**src/rtl/z80_uart_bus_seq.sv**
```systemverilog
// z80_uart_bus_seq: sequences Z80 I/O cycles to the on-board 16550 UART.
// Synchronises the Z80 strobes, holds the CPU with WAIT and generates
// CS/RD/WR with set-up, strobe and hold timing, then returns read data.
// Ports:
//   clk, reset                 CPLD clock, synchronous active-high reset
//   iorq_n, m1_n, rd_n, wr_n   Z80 control pins (asynchronous to clk)
//   A, a_hi, cpu_d_in          Z80 address A[7:0], A[10:8], write data
//   cpu_d_out, cpu_d_oe        read data and output enable to the Z80
//   wait_n                     Z80 WAIT (combinational from raw decode)
//   uart_cs_n/rd_n/wr_n/a      16550 chip select, strobes, register address
//   uart_d_in/d_out/d_oe       16550 data bus
module z80_uart_bus_seq #(
    parameter logic [7:0]  PORT_ADDR  = 8'hEF,
    parameter int unsigned SETUP_CYC  = 1,
    parameter int unsigned STROBE_CYC = 3,
    parameter int unsigned HOLD_CYC   = 1
) (
    input  logic       clk,
    input  logic       reset,
    input  logic       iorq_n,
    input  logic       m1_n,
    input  logic       rd_n,
    input  logic       wr_n,
    input  logic [7:0] A,
    input  logic [2:0] a_hi,
    input  logic [7:0] cpu_d_in,
    output logic [7:0] cpu_d_out,
    output logic       cpu_d_oe,
    output logic       wait_n,
    output logic       uart_cs_n,
    output logic       uart_rd_n,
    output logic       uart_wr_n,
    output logic [2:0] uart_a,
    input  logic [7:0] uart_d_in,
    output logic [7:0] uart_d_out,
    output logic       uart_d_oe
);

    localparam int unsigned MAX_CYC =
        (SETUP_CYC > STROBE_CYC) ? ((SETUP_CYC > HOLD_CYC) ? SETUP_CYC : HOLD_CYC)
                                 : ((STROBE_CYC > HOLD_CYC) ? STROBE_CYC : HOLD_CYC);
    localparam int unsigned CNT_W = (MAX_CYC > 1) ? $clog2(MAX_CYC) : 1;

    localparam logic [CNT_W-1:0] SETUP_LD  = CNT_W'(SETUP_CYC - 1);
    localparam logic [CNT_W-1:0] STROBE_LD = CNT_W'(STROBE_CYC - 1);
    localparam logic [CNT_W-1:0] HOLD_LD   = CNT_W'(HOLD_CYC - 1);

    localparam logic [2:0] S_IDLE   = 3'd0;
    localparam logic [2:0] S_SETUP  = 3'd1;
    localparam logic [2:0] S_STROBE = 3'd2;
    localparam logic [2:0] S_HOLD   = 3'd3;
    localparam logic [2:0] S_DONE   = 3'd4;

    logic             iorq_m, iorq_s, rd_m, rd_s, wr_m, wr_s;
    logic [2:0]       state, state_nxt;
    logic [CNT_W-1:0] cnt, cnt_nxt;
    logic             start_c, busy_c, dec_c;
    logic             armed, dir_rd;
    logic [7:0]       rd_latch, wr_latch;

    // Two-flop synchronisers; left unreset so a held-low IORQ across reset
    // never looks like a fresh cycle.
    always_ff @(posedge clk) begin
        iorq_m <= iorq_n;
        iorq_s <= iorq_m;
        rd_m   <= rd_n;
        rd_s   <= rd_m;
        wr_m   <= wr_n;
        wr_s   <= wr_m;
    end

    // Next-state and phase counter.
    always_comb begin
        state_nxt = state;
        cnt_nxt   = cnt;
        start_c   = 1'b0;
        case (state)
            S_IDLE: begin
                if (armed && !iorq_s && m1_n && (A == PORT_ADDR) && (!rd_s || !wr_s)) begin
                    start_c   = 1'b1;
                    state_nxt = S_SETUP;
                    cnt_nxt   = SETUP_LD;
                end
            end
            S_SETUP: begin
                if (cnt == '0) begin
                    state_nxt = S_STROBE;
                    cnt_nxt   = STROBE_LD;
                end else begin
                    cnt_nxt = cnt - CNT_W'(1);
                end
            end
            S_STROBE: begin
                if (cnt == '0) begin
                    state_nxt = S_HOLD;
                    cnt_nxt   = HOLD_LD;
                end else begin
                    cnt_nxt = cnt - CNT_W'(1);
                end
            end
            S_HOLD: begin
                if (cnt == '0) begin
                    state_nxt = S_DONE;
                end else begin
                    cnt_nxt = cnt - CNT_W'(1);
                end
            end
            S_DONE: begin
                if (iorq_s) begin
                    state_nxt = S_IDLE;
                end
            end
            default: state_nxt = S_IDLE;
        endcase
    end

    assign busy_c = (state == S_SETUP) || (state == S_STROBE) || (state == S_HOLD);

    // State, access latches and registered UART-side outputs.
    always_ff @(posedge clk) begin
        if (reset) begin
            state     <= S_IDLE;
            cnt       <= '0;
            armed     <= 1'b0;
            dir_rd    <= 1'b0;
            uart_a    <= 3'd0;
            wr_latch  <= 8'd0;
            rd_latch  <= 8'd0;
            uart_cs_n <= 1'b1;
            uart_rd_n <= 1'b1;
            uart_wr_n <= 1'b1;
            uart_d_oe <= 1'b0;
        end else begin
            state <= state_nxt;
            cnt   <= cnt_nxt;
            if (start_c) begin
                armed    <= 1'b0;
                dir_rd   <= !rd_s;
                uart_a   <= a_hi;
                wr_latch <= cpu_d_in;
            end else if (iorq_s) begin
                armed <= 1'b1;
            end
            // Capture on the last strobe edge while RD is still low at the UART.
            if ((state == S_STROBE) && (cnt == '0) && dir_rd) begin
                rd_latch <= uart_d_in;
            end
            uart_cs_n <= !busy_c;
            uart_rd_n <= !((state == S_STROBE) && dir_rd);
            uart_wr_n <= !((state == S_STROBE) && !dir_rd);
            uart_d_oe <= busy_c && !dir_rd;
        end
    end

    assign uart_d_out = wr_latch;
    assign cpu_d_out  = rd_latch;

    // WAIT and read-data enable use the raw pins so they follow the CPU
    // without synchroniser delay.
    assign dec_c    = !iorq_n && m1_n && (A == PORT_ADDR);
    assign wait_n   = reset || !(dec_c && (busy_c || ((state == S_IDLE) && armed)));
    assign cpu_d_oe = !reset && (state == S_DONE) && dir_rd && !iorq_n && !rd_n;

endmodule

```
**config.mk**
```make
export PLATFORM = sky130hd
export DESIGN_NAME = z80_uart_bus_seq
export DESIGN_NICKNAME = d
export VERILOG_FILES = /design/src/rtl/z80_uart_bus_seq.sv
export SDC_FILE = /design/constraint.sdc
export NUM_CORES = 1
export LEC_CHECK = 0
export ABC_AREA = 1
export CORE_ASPECT_RATIO = 0.7
export CORE_MARGIN = 2
export CORE_UTILIZATION = 27
export CTS_BUF_LIST = sky130_fd_sc_hd__clkbuf_8 sky130_fd_sc_hd__clkbuf_16
export CTS_CLUSTER_DIAMETER = 40
export DETAILED_ROUTE_END_ITERATION = 8
export PLACE_DENSITY = 0.54
export SLEW_MARGIN = 20
export SYNTH_ARGS = -nofsm -noshare
export SYNTH_HDL_FRONTEND = slang
export SYNTH_SLANG_ARGS = --single-unit
```
**constraint.sdc**
```tcl
create_clock -name clk -period 1.6 [get_ports clk]
set_input_delay 0.32 -clock clk [delete_from_list [all_inputs] [get_ports clk]]
set_output_delay 0.32 -clock clk [all_outputs]
set_load 0.01 [all_outputs]
```
* Word level (Yosys, flattened, before mapping)
Cells that the tools add are included.
Storage, ports and cells: input port bits 33, word-level logic and storage cells 81, register bits 36, output and inout bits 25
Cells by class: muxes and demuxes 13, reductions and logical operators 39, add/subtract/negate cells 1, eq/ne operators 11
Operator list (number):
- logical AND 1 bit | 17
- 2-to-1 mux 3 bit | 5
- one-hot mux 3 bit (5 select lines) | 1
- inequality test 2 bit (second input constant) | 6
- zero test 1 bit | 11
- == test 8 bit (second input constant) | 1
- 2-to-1 mux 2 bit | 4
- one-hot mux 2 bit (4 select lines) | 1
- == test 3 x 2 -> 1 bit (second input constant) | 2
- logical OR 1 bit | 5
- AND reduction 5 bit | 1
- nonzero test 4 bit | 1
- == test 3 x 1 -> 1 bit (second input constant) | 1
- == test 3 bit (second input constant) | 1
- zero test 3 bit | 1
- AND reduction 3 bit | 1
- zero test 2 bit | 1
- 2-to-1 mux 1 bit | 2
- OR reduction 2 bit | 1
- subtractor 2 x 1 -> 2 bit (second input constant) | 1

* Depth between registers and ports, before layout
Gate-level depths: netlist of run 1.
word-level depth 8, depth in mapped cells 10, gate-level depth less buffers 10

* Least setup slack after synthesis of run 1
OpenSTA, ideal clock, no wires.
path kind reg2out, start register state[2], end output port cpu_d_oe, buffers on the path 0, setup slack 0.240 ns, data required time 1.280 ns, cell stages (with the launch flop) 5, arrival 1.040 ns, path through dfxtp_1 inv_4 nor2_4 nand3_1 nor3_1
On the way: word-level cells in the longest chain between the ends 5
Ends and longest elaborated chain:
- start, declared | line 55 | logic [2:0] state, state_nxt;
- start signal, assigned | line 134 | state <= state_nxt;
- == test 3 bit | line 162 | assign cpu_d_oe = !reset && (state == S_DONE) && dir_rd && !iorq_n && !rd_n;
- logical AND 1 bit (4 in a row) | line 162
- end, declared | line 28 | output logic cpu_d_oe,
Every way passes these cells.

* Worst setup path after layout of run 1
start register state[2], end output port wait_n
On the way: word-level cells in the longest chain between the ends 7, elaborated cells on any way between the ends 11, those cells by class eq/ne: 3; reduce/logical: 8
Ends and longest elaborated chain:
- == test 3 x 1 -> 1 bit / == test 3 x 2 -> 1 bit (equally long branches) | line 117 | assign busy_c = (state == S_SETUP) || (state == S_STROBE) || (state == S_HOLD);
- logical OR 1 bit (2 in a row) | line 117
- logical OR 1 bit * | line 161 | assign wait_n = reset || !(dec_c && (busy_c || ((state == S_IDLE) && armed)));
- logical AND 1 bit * | line 161
- zero test 1 bit * | line 161
- logical OR 1 bit * | line 161
- end, declared | line 29 | output logic wait_n,
Every way passes the cells marked *; elsewhere a longest branch is shown, timed or not.

==> out/metrics.yaml, run 1 <==
global_routing:
  grt_max_degree: 21
  grt_overflow: 0
  grt_first_pass_wirelength_mm: 6.775
  gr-usage-met1: 0.1646
  grt_antenna_before_repair: 0
  grt_pass1_vias: 1456
  grt.total_usage: 0.1234
  top_usage_layer: "met2"
  groute.layer.met3.usage: 0.03651
  global_route.usage.met2: 0.1883
route:
  via_count: 1470
  route.detailed.vias_per_inst: 4.212
  drc: 0
  wire_per_inst_um: 11.37
  drt-pass1-iter-count: 4
  drt_iter0_drc: 49
  drt.antenna.violating_nets: 0
  drt_wl_total_mm: 3.967
worst_setup_path:
  timing.reg2reg.setup_slack_ps: 200
  path_max_fanout: 3
  cell_with_the_largest_stage_delay_on_the_worst_path: "sky130_fd_sc_hd__dfxtp_2"
  critical_path_arrival_ps: 1220
  max_stage_delay_ps: 360
  worst_ep_required_time_ps: 1280
  cp-start-kind: "register"
  critical_path.endpoint_type: "output port"
  crit_chain: "nor4_4 -> o211ai_1 -> buf_2"
  crit_type: "register to output port"
floorplanning:
  floorplan.die.width_um: 96.91
  die_height_um: 69.04
  fp.coreArea_um2: 5784
  floorplan.die_area_um2: 6691
  rows: 23
  io_pins: 58
  starting_density_of_the_core: 0.2821
sta:
  hold_slack_ps: 329.6
  unrepaired_setup_endpoints_after_global_routing: "true"
  final_setup_violating_endpoints: 0
  relSlewSlack: 0.8448
  finalMaxSlewViolations: 0
  max_freq_mhz: 650.9
  fin_setup_tns_ps: 0
  fin_skew_ps: 4.158
  worstMarginPinSlew_ps: 232.8
  layout_worst_path_cycle_share: 0.9602
  final_hold_viol_count: 0
  layout_min_cycle_time_ps: 1536
logic_synthesis:
  yosys.cell_count.top_type: "sky130_fd_sc_hd__dfxtp_1"
  yosysWarningCount: 0
  netlist_top_cells_area: "sky130_fd_sc_hd__dfxtp_1 (44%), sky130_fd_sc_hd__nor2_1 (7.6%), sky130_fd_sc_hd__nand2_1 (6.9%)"
  yosysSeqAreaShare: 0.4417
  yosysTopAreaCell: "sky130_fd_sc_hd__dfxtp_1"
  yosys_most_used_dff: "sky130_fd_sc_hd__dfxtp_1"
  synthesis.area_per_instance_um2: 8.410
  yosys-top-cells-count: "sky130_fd_sc_hd__dfxtp_1 (36), sky130_fd_sc_hd__nor2_1 (33), sky130_fd_sc_hd__nand2_1 (30)"
  synthArstFlopShare: 0
  synth-seq-cells: 36
  synthesis.instances: 194
  post_synthesis_net_count: 230
  post_synth_instance_area_um2: 1632
  edff_count_synth: 0
  synth_top_area_frac: 0.4417
  synth_cell_types: 29
clock_tree:
  clk-insertion-delay-late_ps: 280
  h-tree-depth: 2
  ctsRootBufferMaster: "sky130_fd_sc_hd__clkbuf_8"
  cts_tree: "done"
  total_clock_buffers_created_by_cts: 5
  cts_hold_buf: 0
  clockBufferDepth: 2
  cts_num_sinks: 36
  clk_transition_reported_paths_ps: 70
cells_and_area:
  nNetsFinal: 309
  layout.filler_cells: 597
  layout-area-overhead-vs-synth_pct: 57.75
  final_design_area_no_fill_um2: 2574
  inserted_diodes: 0
  sequential_cell_area_in_the_final_layout_um2: 721.9
  multi_input_area_um2: 844.6
  post_route_cells_drive_above_1_share: 0.2956
power_and_ir_drop:
  fin_total_pwr_mw: 2.838
  leakagePower_nw: 1.093
  peakVddDrop_mv: 0.4240
  power.density_nw_per_um2: 1103
place:
  dpl_cell_area_um2: 2411
  port_buffers: 57
  finalWeightedCongestion: 0.7977
  detailedPlacementHpwl_mm: 3.001
hold_path:
  hp-class: "register to register"
job:
  drv_cap: 0
status:
  outcome: "finished clean"
[cells in the final DEF, fill, tap and decap left out, drive strengths merged]
cell,count
clkbuf,5
clkinv,1
nand3,15
inv,16
bufinv,1
ha,3
a21oi,13
o21ai,2
nand4,2
dlymetal6s2s,5
nor4,1
and2,1
nand3b,12
clkdlybuf4s50,44
nor3,3
nand2,44
dlygate4sd2,6
nor2,39
buf,24
o211ai,1
dfxtp,36
[critical path, delay by kind of cell (launching register included)]
kind / cells / cell delay, ps
buffers and inverters: 1 / 160
and+or+nand+nor: 1 / 290
AOI/OAI and AO/OA: 1 / 130
DFF: 1 / 360
[worst paths after layout]
check / from / end / cells past startpoint
worst min register to register: wr_m / wr_s / 0
worst max-delay path: state[2] / wait_n / 3
worst max register to register: state[2] / cpu_d_out[3] / 7
worst min-delay path: wr_m / wr_s / 0
[timing repair]
item	CTS	global route
endpoints found under the setup margin	2	19
gates resized for setup	20	11
pin swaps	7	7
cloned	0	1
buffers inserted	2	0
endpoints found under the hold margin	0	0
[state kept, by name (all words and copies together) (netlist names), 2 cells and up]
register,flops
uart_a,3
cnt,2
cpu_d_out,8
uart_d_out,8
state,3
[cells by family (layout without fill, tap and decap cells)]
family,after synthesis,count (layout),share of synthesized area
simple gates,117,117,0.4057
flops,36,36,0.4417
buf+inv,22,102,0.06058
compound gates,16,16,0.06902
fa+ha+maj,3,3,0.02301
[routing by layer]
layer	share of wire	vias up
met3	0.043	7
met1	0.51	657
met5	0	-
li1	-	775
met2	0.43	31
met4	0.016	0
[power breakdown]
group,switching [mW],internal [mW]
clock,0.305,0.456
combinational,0.614,0.443
sequential,0.0468,0.974
[cell type report]
class                           count  share of cell area
Clock buffer                        5             0.02674
Clock inverter                      3             0.01507
Inverter                           15             0.02285
Multi-Input combinational cell    136              0.3281
Sequential cell                    36              0.2805
Tap cell                           75             0.03646
Timing Repair Buffer               79              0.2902
[per-stage QoR]
step	setup WS [ps]	utilization	instances
3_5_place_dp	-550.8	0.4168	338
6_report	63.67	0.4449	349
4_1_cts	-49.11	0.4387	348
3_3_place_gp	-537.1	0.4168	338
2_1_floorplan	240.0	-	194
5_1_grt	-11.14	0.4449	349
Note: power is estimated with default switching activity, not from simulation.
==> inputs of run 2 (changes only) <==
==> constraint.sdc (replaced) <==
create_clock -name clk -period 1.6 [get_ports clk]
set_input_delay 0.16 -clock clk [delete_from_list [all_inputs] [get_ports clk]]
set_output_delay 0.16 -clock clk [all_outputs]
set_load 0.01 [all_outputs]
==> out/metrics.yaml, run 2 (synthesis results as in run 1) <==
status:
  outcome: "finished clean"  # unchanged
floorplanning:
  fp.coreArea_um2: 5784  # unchanged
  io_pins: 58  # unchanged
  floorplan.die_area_um2: 6691  # unchanged
  starting_density_of_the_core: 0.2821  # unchanged
  rows: 23  # unchanged
  floorplan.die.width_um: 96.91  # unchanged
  die_height_um: 69.04  # unchanged
clock_tree:
  cts_hold_buf: 0  # unchanged
  cts_tree: "done"  # unchanged
  clk_transition_reported_paths_ps: 80  # was 70 ps
  h-tree-depth: 2  # unchanged
  post_cts.resized_instances: 6  # was 20
  post_cts.repair.setup_buffers: 0  # was 2
  cts_num_sinks: 36  # unchanged
  clk-insertion-delay-late_ps: 290  # was 280 ps
  total_clock_buffers_created_by_cts: 5  # unchanged
  ctsRootBufferMaster: "sky130_fd_sc_hd__clkbuf_8"  # unchanged
  clockBufferDepth: 2  # unchanged
power_and_ir_drop:
  fin_total_pwr_mw: 2.672  # was 2.838 mW
  peakVddDrop_mv: 0.4416  # was 0.4240 mV
  seqPwrFrac: 0.381  # was 0.360
  leakagePower_nw: 0.9855  # was 1.093 nW
  power.share.switching: 0.3684  # was 0.3404
  net-switching-power_uw: 984.4  # was 966.1 uW
  share_clk_of_total_power: 0.236  # was 0.268
  power.density_nw_per_um2: 1078  # was 1103 nW/um^2
  internal_dissipation_mw: 1.688  # was 1.872 mW
  power.combinational.fraction: 0.383  # was 0.373
worst_setup_path:
  worst_ep_required_time_ps: 1440  # was 1280 ps
  critical_path_arrival_ps: 1330  # was 1220 ps
  timing.reg2reg.setup_slack_ps: 240  # was 200 ps
  critical_path.endpoint_type: "output port"  # unchanged
  crit_type: "register to output port"  # unchanged
  terminus_of_the_critical_flop_to_flop_path: "cpu_d_out[6]"  # was cpu_d_out[3]
  cp-start-kind: "register"  # unchanged
  crit_path_end: "wait_n"  # unchanged
  path_max_fanout: 4  # was 3
  start_of_the_worst_register_to_register_path: "state[2]"  # unchanged
  crit_start: "state[2]"  # unchanged
  worst_r2r_path_depth: 7  # unchanged
sta:
  fin_setup_tns_ps: 0  # unchanged
  worstMarginPinSlew_ps: 225.0  # was 232.8 ps
  unrepaired_setup_endpoints_after_global_routing: "false"  # was true
  relSlewSlack: 0.8500  # was 0.8448
  final_setup_violating_endpoints: 0  # unchanged
  fin_skew_ps: 7.881  # was 4.158 ps
  finalMaxSlewViolations: 0  # unchanged
  hold_slack_ps: 325.7  # was 329.6 ps
  layout_worst_path_cycle_share: 0.9283  # was 0.9602
  max_freq_mhz: 673.3  # was 650.9 MHz
  layout_min_cycle_time_ps: 1485  # was 1536 ps
  final_hold_viol_count: 0  # unchanged
job:
  drv_cap: 0  # unchanged
place:
  finalWeightedCongestion: 0.8070  # was 0.7977
  dpl_cell_area_um2: 2381  # was 2411 um^2
  detailedPlacementHpwl_mm: 2.977  # was 3.001 mm
  port_buffers: 57  # unchanged
global_routing:
  grt_antenna_before_repair: 0  # unchanged
  grt_first_pass_wirelength_mm: 6.534  # was 6.775 mm
  grt_max_degree: 21  # unchanged
  grt_overflow: 0  # unchanged
  grt.total_usage: 0.1202  # was 0.1234
  grt_pass1_vias: 1370  # was 1456
cells_and_area:
  post_route_cells_drive_above_1_share: 0.2622  # was 0.2956
  layout_commonest_cell: "sky130_fd_sc_hd__clkdlybuf4s50_1"  # unchanged
  nNetsFinal: 302  # was 309
  layout-area-overhead-vs-synth_pct: 51.92  # was 57.75%
  layout.filler_cells: 595  # was 597
  final_design_area_no_fill_um2: 2479  # was 2574 um^2
  utilization_after_layout: 0.4285  # was 0.4449
  mostFrequentLayoutCells: "sky130_fd_sc_hd__clkdlybuf4s50_1 (55), sky130_fd_sc_hd__dfxtp_1 (36), sky130_fd_sc_hd__nor2_1 (33)"  # was sky130_fd_sc_hd__clkdlybuf4s50_1 (44), sky130_fd_sc_hd__dfxtp_1 (35), sky130_fd_sc_hd__nor2_1 (31)
  inserted_diodes: 0  # unchanged
route:
  drt_iter0_drc: 50  # was 49
  via_count: 1439  # was 1470
  drc: 0  # unchanged
  drt_wl_total_mm: 3.828  # was 3.967 mm
  wire_per_inst_um: 11.19  # was 11.37 um
  drt-pass1-iter-count: 4  # unchanged
  drt.antenna.violating_nets: 0  # unchanged
  route.detailed.vias_per_inst: 4.208  # was 4.212
hold_path:
  hp-class: "input port to register"  # was register to register
## run 2: cell types whose count changed in the layout (fill, tap and decap cells not counted), moves of 2 or more
| cell | previous run | this run |
|---|---|---|
| sky130_fd_sc_hd__buf_4 | 20 | 14 |
| sky130_fd_sc_hd__clkdlybuf4s50_1 | 44 | 55 |
| sky130_fd_sc_hd__dlygate4sd2_1 | 6 | 0 |
| sky130_fd_sc_hd__dlymetal6s2s_1 | 5 | 0 |
| sky130_fd_sc_hd__inv_2 | 6 | 4 |
| sky130_fd_sc_hd__nor2_1 | 31 | 33 |
| sky130_fd_sc_hd__nor2_2 | 5 | 3 |
## run 2: worst min-delay path by stage
stage | cells after the start | endpoint | from
floorplan | 0 | iorq_m | iorq_n
global placement | 0 | wr_s | wr_m
detailed placement | 0 | wr_s | wr_m
CTS | 1 | wr_m | wr_n
global route | 1 | wr_m | wr_n
finish | 1 | wr_m | wr_n
## run 2: metal layers
metal	wire, um	global-route usage	up-vias
met5	0	0	-
met2	1629	0.1752	31
met3	172	0.03245	2
li1	-	-	764
met4	35	0.04225	0
met1	1991	0.1704	642
## run 2: through the flow
step	instances	setup slack, ps
final	342	114.7
after global routing	342	6.656
after global placement	334	-199.9
after floorplan	194	258.7
after detailed placement	334	-172.5
after CTS	342	8.751
## run 2: cell type report
type | instances | area (um^2) | share of cell area
clock buffers | 5 | 68.82 | 0.02776
clock inverters | 3 | 18.77 | 0.007572
inverters | 15 | 58.81 | 0.02373
multi-input cells | 136 | 832.0 | 0.3357
flip-flops and latches | 36 | 720.7 | 0.2908
well taps | 75 | 93.84 | 0.03786
repair buffers | 72 | 685.7 | 0.2766
## run 2: power by group through the flow
stage	clock, mW	combinational [mW]	sequential (mW)
global route	0.715	1.13	1.03
global placement	0	1.02	1.04
detailed placement	0	1.02	1.04
finish	0.632	1.02	1.02
CTS	0.655	1.03	1.02
floorplan	0	0.632	1.07
## run 2: worst max-delay path: stages (launching register included)
cell                       delay (ps)
sky130_fd_sc_hd__dfxtp_1          330
sky130_fd_sc_hd__buf_4            170
sky130_fd_sc_hd__nor4_4           260
sky130_fd_sc_hd__o211ai_1         120
sky130_fd_sc_hd__buf_2            160
==> inputs of run 3 (changes only) <==
--- a/config.mk
+++ b/config.mk
@@ -12,7 +12,9 @@
 export CTS_BUF_LIST = sky130_fd_sc_hd__clkbuf_8 sky130_fd_sc_hd__clkbuf_16
 export CTS_CLUSTER_DIAMETER = 40
 export DETAILED_ROUTE_END_ITERATION = 8
-export PLACE_DENSITY = 0.54
+export DONT_BUFFER_PORTS = 1
+export PLACE_DENSITY = 0.41
+export SETUP_SLACK_MARGIN = 0.02
 export SLEW_MARGIN = 20
 export SYNTH_ARGS = -nofsm -noshare
 export SYNTH_HDL_FRONTEND = slang
==> out/metrics.yaml, run 3 (synthesis results as in run 1) <==
job:
  drv_cap: 0  # unchanged
sta:
  layout_min_cycle_time_ps: 1455  # was 1485 ps
  worstMarginPinSlew_ps: 559.9  # was 225.0 ps
  unrepaired_setup_endpoints_after_global_routing: "false"  # unchanged
  finalMaxSlewViolations: 0  # unchanged
  final_hold_viol_count: 0  # unchanged
  fin_skew_ps: 6.973  # was 7.881 ps
  hold_slack_ps: 12.58  # was 325.7 ps
  relSlewSlack: 0.6255  # was 0.8500
  fin_setup_tns_ps: 0  # unchanged
  final_setup_violating_endpoints: 0  # unchanged
  max_freq_mhz: 687.3  # was 673.3 MHz
  layout_worst_path_cycle_share: 0.9094  # was 0.9283
hold_path:
  hp-class: "input port to register"  # unchanged
  hold_end: "cpu_d_out[1]"  # was wr_m
  min_path_cells: 2  # was 1
  min-delay-start: "uart_d_in[1]"  # was wr_n
global_routing:
  grt_antenna_before_repair: 0  # unchanged
  grt_max_degree: 21  # unchanged
  grt_first_pass_wirelength_mm: 6.265  # was 6.534 mm
  grt_overflow: 0  # unchanged
  grt.total_usage: 0.1187  # was 0.1202
  grt_pass1_vias: 1205  # was 1370
worst_setup_path:
  max_stage_delay_ps: 360  # was 330 ps
  cell_with_the_largest_stage_delay_on_the_worst_path: "sky130_fd_sc_hd__dfxtp_2"  # was sky130_fd_sc_hd__dfxtp_1
  terminus_of_the_critical_flop_to_flop_path: "state[0]"  # was cpu_d_out[6]
  worst_r2r_path_depth: 10  # was 7
  critical_path_arrival_ps: 1290  # was 1330 ps
  path_max_fanout: 5  # was 4
  wp_buf_inv: 2  # unchanged
  timing.reg2reg.setup_slack_ps: 250  # was 240 ps
  cp-start-kind: "register"  # unchanged
  start_of_the_worst_register_to_register_path: "state[1]"  # was state[2]
  critical_path.endpoint_type: "output port"  # unchanged
  worst_ep_required_time_ps: 1440  # about the same
  crit_type: "register to output port"  # unchanged
  crit_chain: "inv_2 -> nand2_4 -> nor2_4 -> nand3_1 -> nor3_2 -> buf_4"  # was buf_4 -> nor4_4 -> o211ai_1 -> buf_2
  kind_of_cell_adding_the_most_delay_to_the_critical_path: "simple AND/OR/NAND/NOR gates"  # was flip-flops
cells_and_area:
  stdcell_count: 283  # was 342
  nNetsFinal: 243  # was 302
  mostFrequentLayoutCells: "sky130_fd_sc_hd__nor2_1 (33), sky130_fd_sc_hd__dfxtp_1 (33), sky130_fd_sc_hd__nand2_1 (30)"  # was sky130_fd_sc_hd__clkdlybuf4s50_1 (55), sky130_fd_sc_hd__dfxtp_1 (36), sky130_fd_sc_hd__nor2_1 (33)
  post_route_cells_drive_above_1_share: 0.3077  # was 0.2622
  inserted_diodes: 0  # unchanged
  layout-area-overhead-vs-synth_pct: 17.56  # was 51.92%
clock_tree:
  total_clock_buffers_created_by_cts: 5  # unchanged
  cts_num_sinks: 36  # unchanged
  clockBufferDepth: 2  # unchanged
  cts_tree: "done"  # unchanged
  clk-insertion-delay-late_ps: 290  # about the same
  clk_transition_reported_paths_ps: 70  # was 80 ps
  ctsRootBufferMaster: "sky130_fd_sc_hd__clkbuf_8"  # unchanged
  h-tree-depth: 2  # unchanged
route:
  route.detailed.vias_per_inst: 4.431  # was 4.208
  drt_wl_total_mm: 3.798  # was 3.828 mm
  drc: 0  # unchanged
  via_count: 1254  # was 1439
  drt-pass1-iter-count: 4  # unchanged
  drt.antenna.violating_nets: 0  # unchanged
  drt_iter0_drc: 74  # was 50
  wire_per_inst_um: 13.42  # was 11.19 um
floorplanning:
  fp.coreArea_um2: 5784  # unchanged
  floorplan.die_area_um2: 6691  # unchanged
  floorplan.die.width_um: 96.91  # unchanged
  rows: 23  # unchanged
  die_height_um: 69.04  # unchanged
  io_pins: 58  # unchanged
  starting_density_of_the_core: 0.2821  # unchanged
power_and_ir_drop:
  leakagePower_nw: 0.7580  # was 0.9855 nW
  peakVddDrop_mv: 0.4544  # was 0.4416 mV
  power.density_nw_per_um2: 1423  # was 1078 nW/um^2
place:
  finalWeightedCongestion: 0.7395  # was 0.8070
  place.detailed.instances: 268  # was 334
  detailedPlacementHpwl_mm: 2.769  # was 2.977 mm
  port_buffers: 0  # was 57
status:
  outcome: "finished clean"  # unchanged
==> run 3: layout make-up <==
| type | count | area [um^2] |
|---|---|---|
| Fill cell | 588 | 3866 |
| Multi-Input combinational cell | 136 | 817.0 |
| Sequential cell | 36 | 726.9 |
| Timing Repair Buffer | 13 | 110.1 |
| Tap cell | 75 | 93.84 |
| Clock buffer | 5 | 68.82 |
| Inverter | 15 | 58.81 |
| Clock inverter | 3 | 42.54 |
==> run 3: worst register-to-register path, stage by stage (launching register included) <==
cell and delay [ps]:
sky130_fd_sc_hd__dfxtp_2 400, sky130_fd_sc_hd__inv_2 90, sky130_fd_sc_hd__buf_4 140, sky130_fd_sc_hd__a21oi_1 170, sky130_fd_sc_hd__nand2_1 70, sky130_fd_sc_hd__nand2_1 60, sky130_fd_sc_hd__inv_1 40, sky130_fd_sc_hd__nand2_2 90
sky130_fd_sc_hd__nand2_1 60, sky130_fd_sc_hd__nand2_1 80, sky130_fd_sc_hd__nor2_2 40
==> run 3: where the power goes <==
part | leakage (nW) | total, mW | switching (mW) | internal [mW]
registers | 0.295 | 1.07 | 0.0946 | 0.978
clock network | 0.0541 | 0.806 | 0.345 | 0.461
logic | 0.408 | 0.850 | 0.551 | 0.299
total | 0.758 | 2.73 | 0.990 | 1.74
==> run 3: what timing repair did <==
item	in CTS	in global routing
cloned	0	0
resized for setup	1	5
hold buffers	4	1
setup endpoints to repair	1	1
hold endpoints to repair	12	1
buffers inserted	0	2
==> run 3: routing by layer <==
layer | global-route usage | routed length (um) | vias up
met2 | 0.1644 | 1655 | 31
li1 | - | - | 651
met1 | 0.1625 | 1850 | 562
met5 | 0 | 0 | -
met3 | 0.04361 | 211 | 10
met4 | 0.05634 | 81 | 0
==> run 3: worst max-delay path by stage <==
stage | from | to | slack, ps | depth (start not counted)
2_1_floorplan | cnt[0] | cnt[0] | 260 | 8
3_3_place_gp | rd_s | uart_d_out[0] | 250 | 8
3_5_place_dp | state[2] | cpu_d_out[2] | 240 | 6
4_1_cts | state[1] | cpu_d_oe | 40 | 6
5_1_grt | iorq_s | uart_d_out[0] | 20 | 8
6_report | state[1] | cpu_d_oe | 150 | 6
==> run 3: through the flow <==
step,worst slack [ps],util,instance area [um^2],total power [mW]
2_1_floorplan,258.7,-,1632,1.700
3_3_place_gp,248.1,0.2992,1730,1.870
3_5_place_dp,242.2,0.2992,1730,1.881
4_1_cts,35.42,0.3255,1883,2.727
5_1_grt,23.65,0.3316,1918,2.923
6_report,145.0,0.3316,1918,2.729
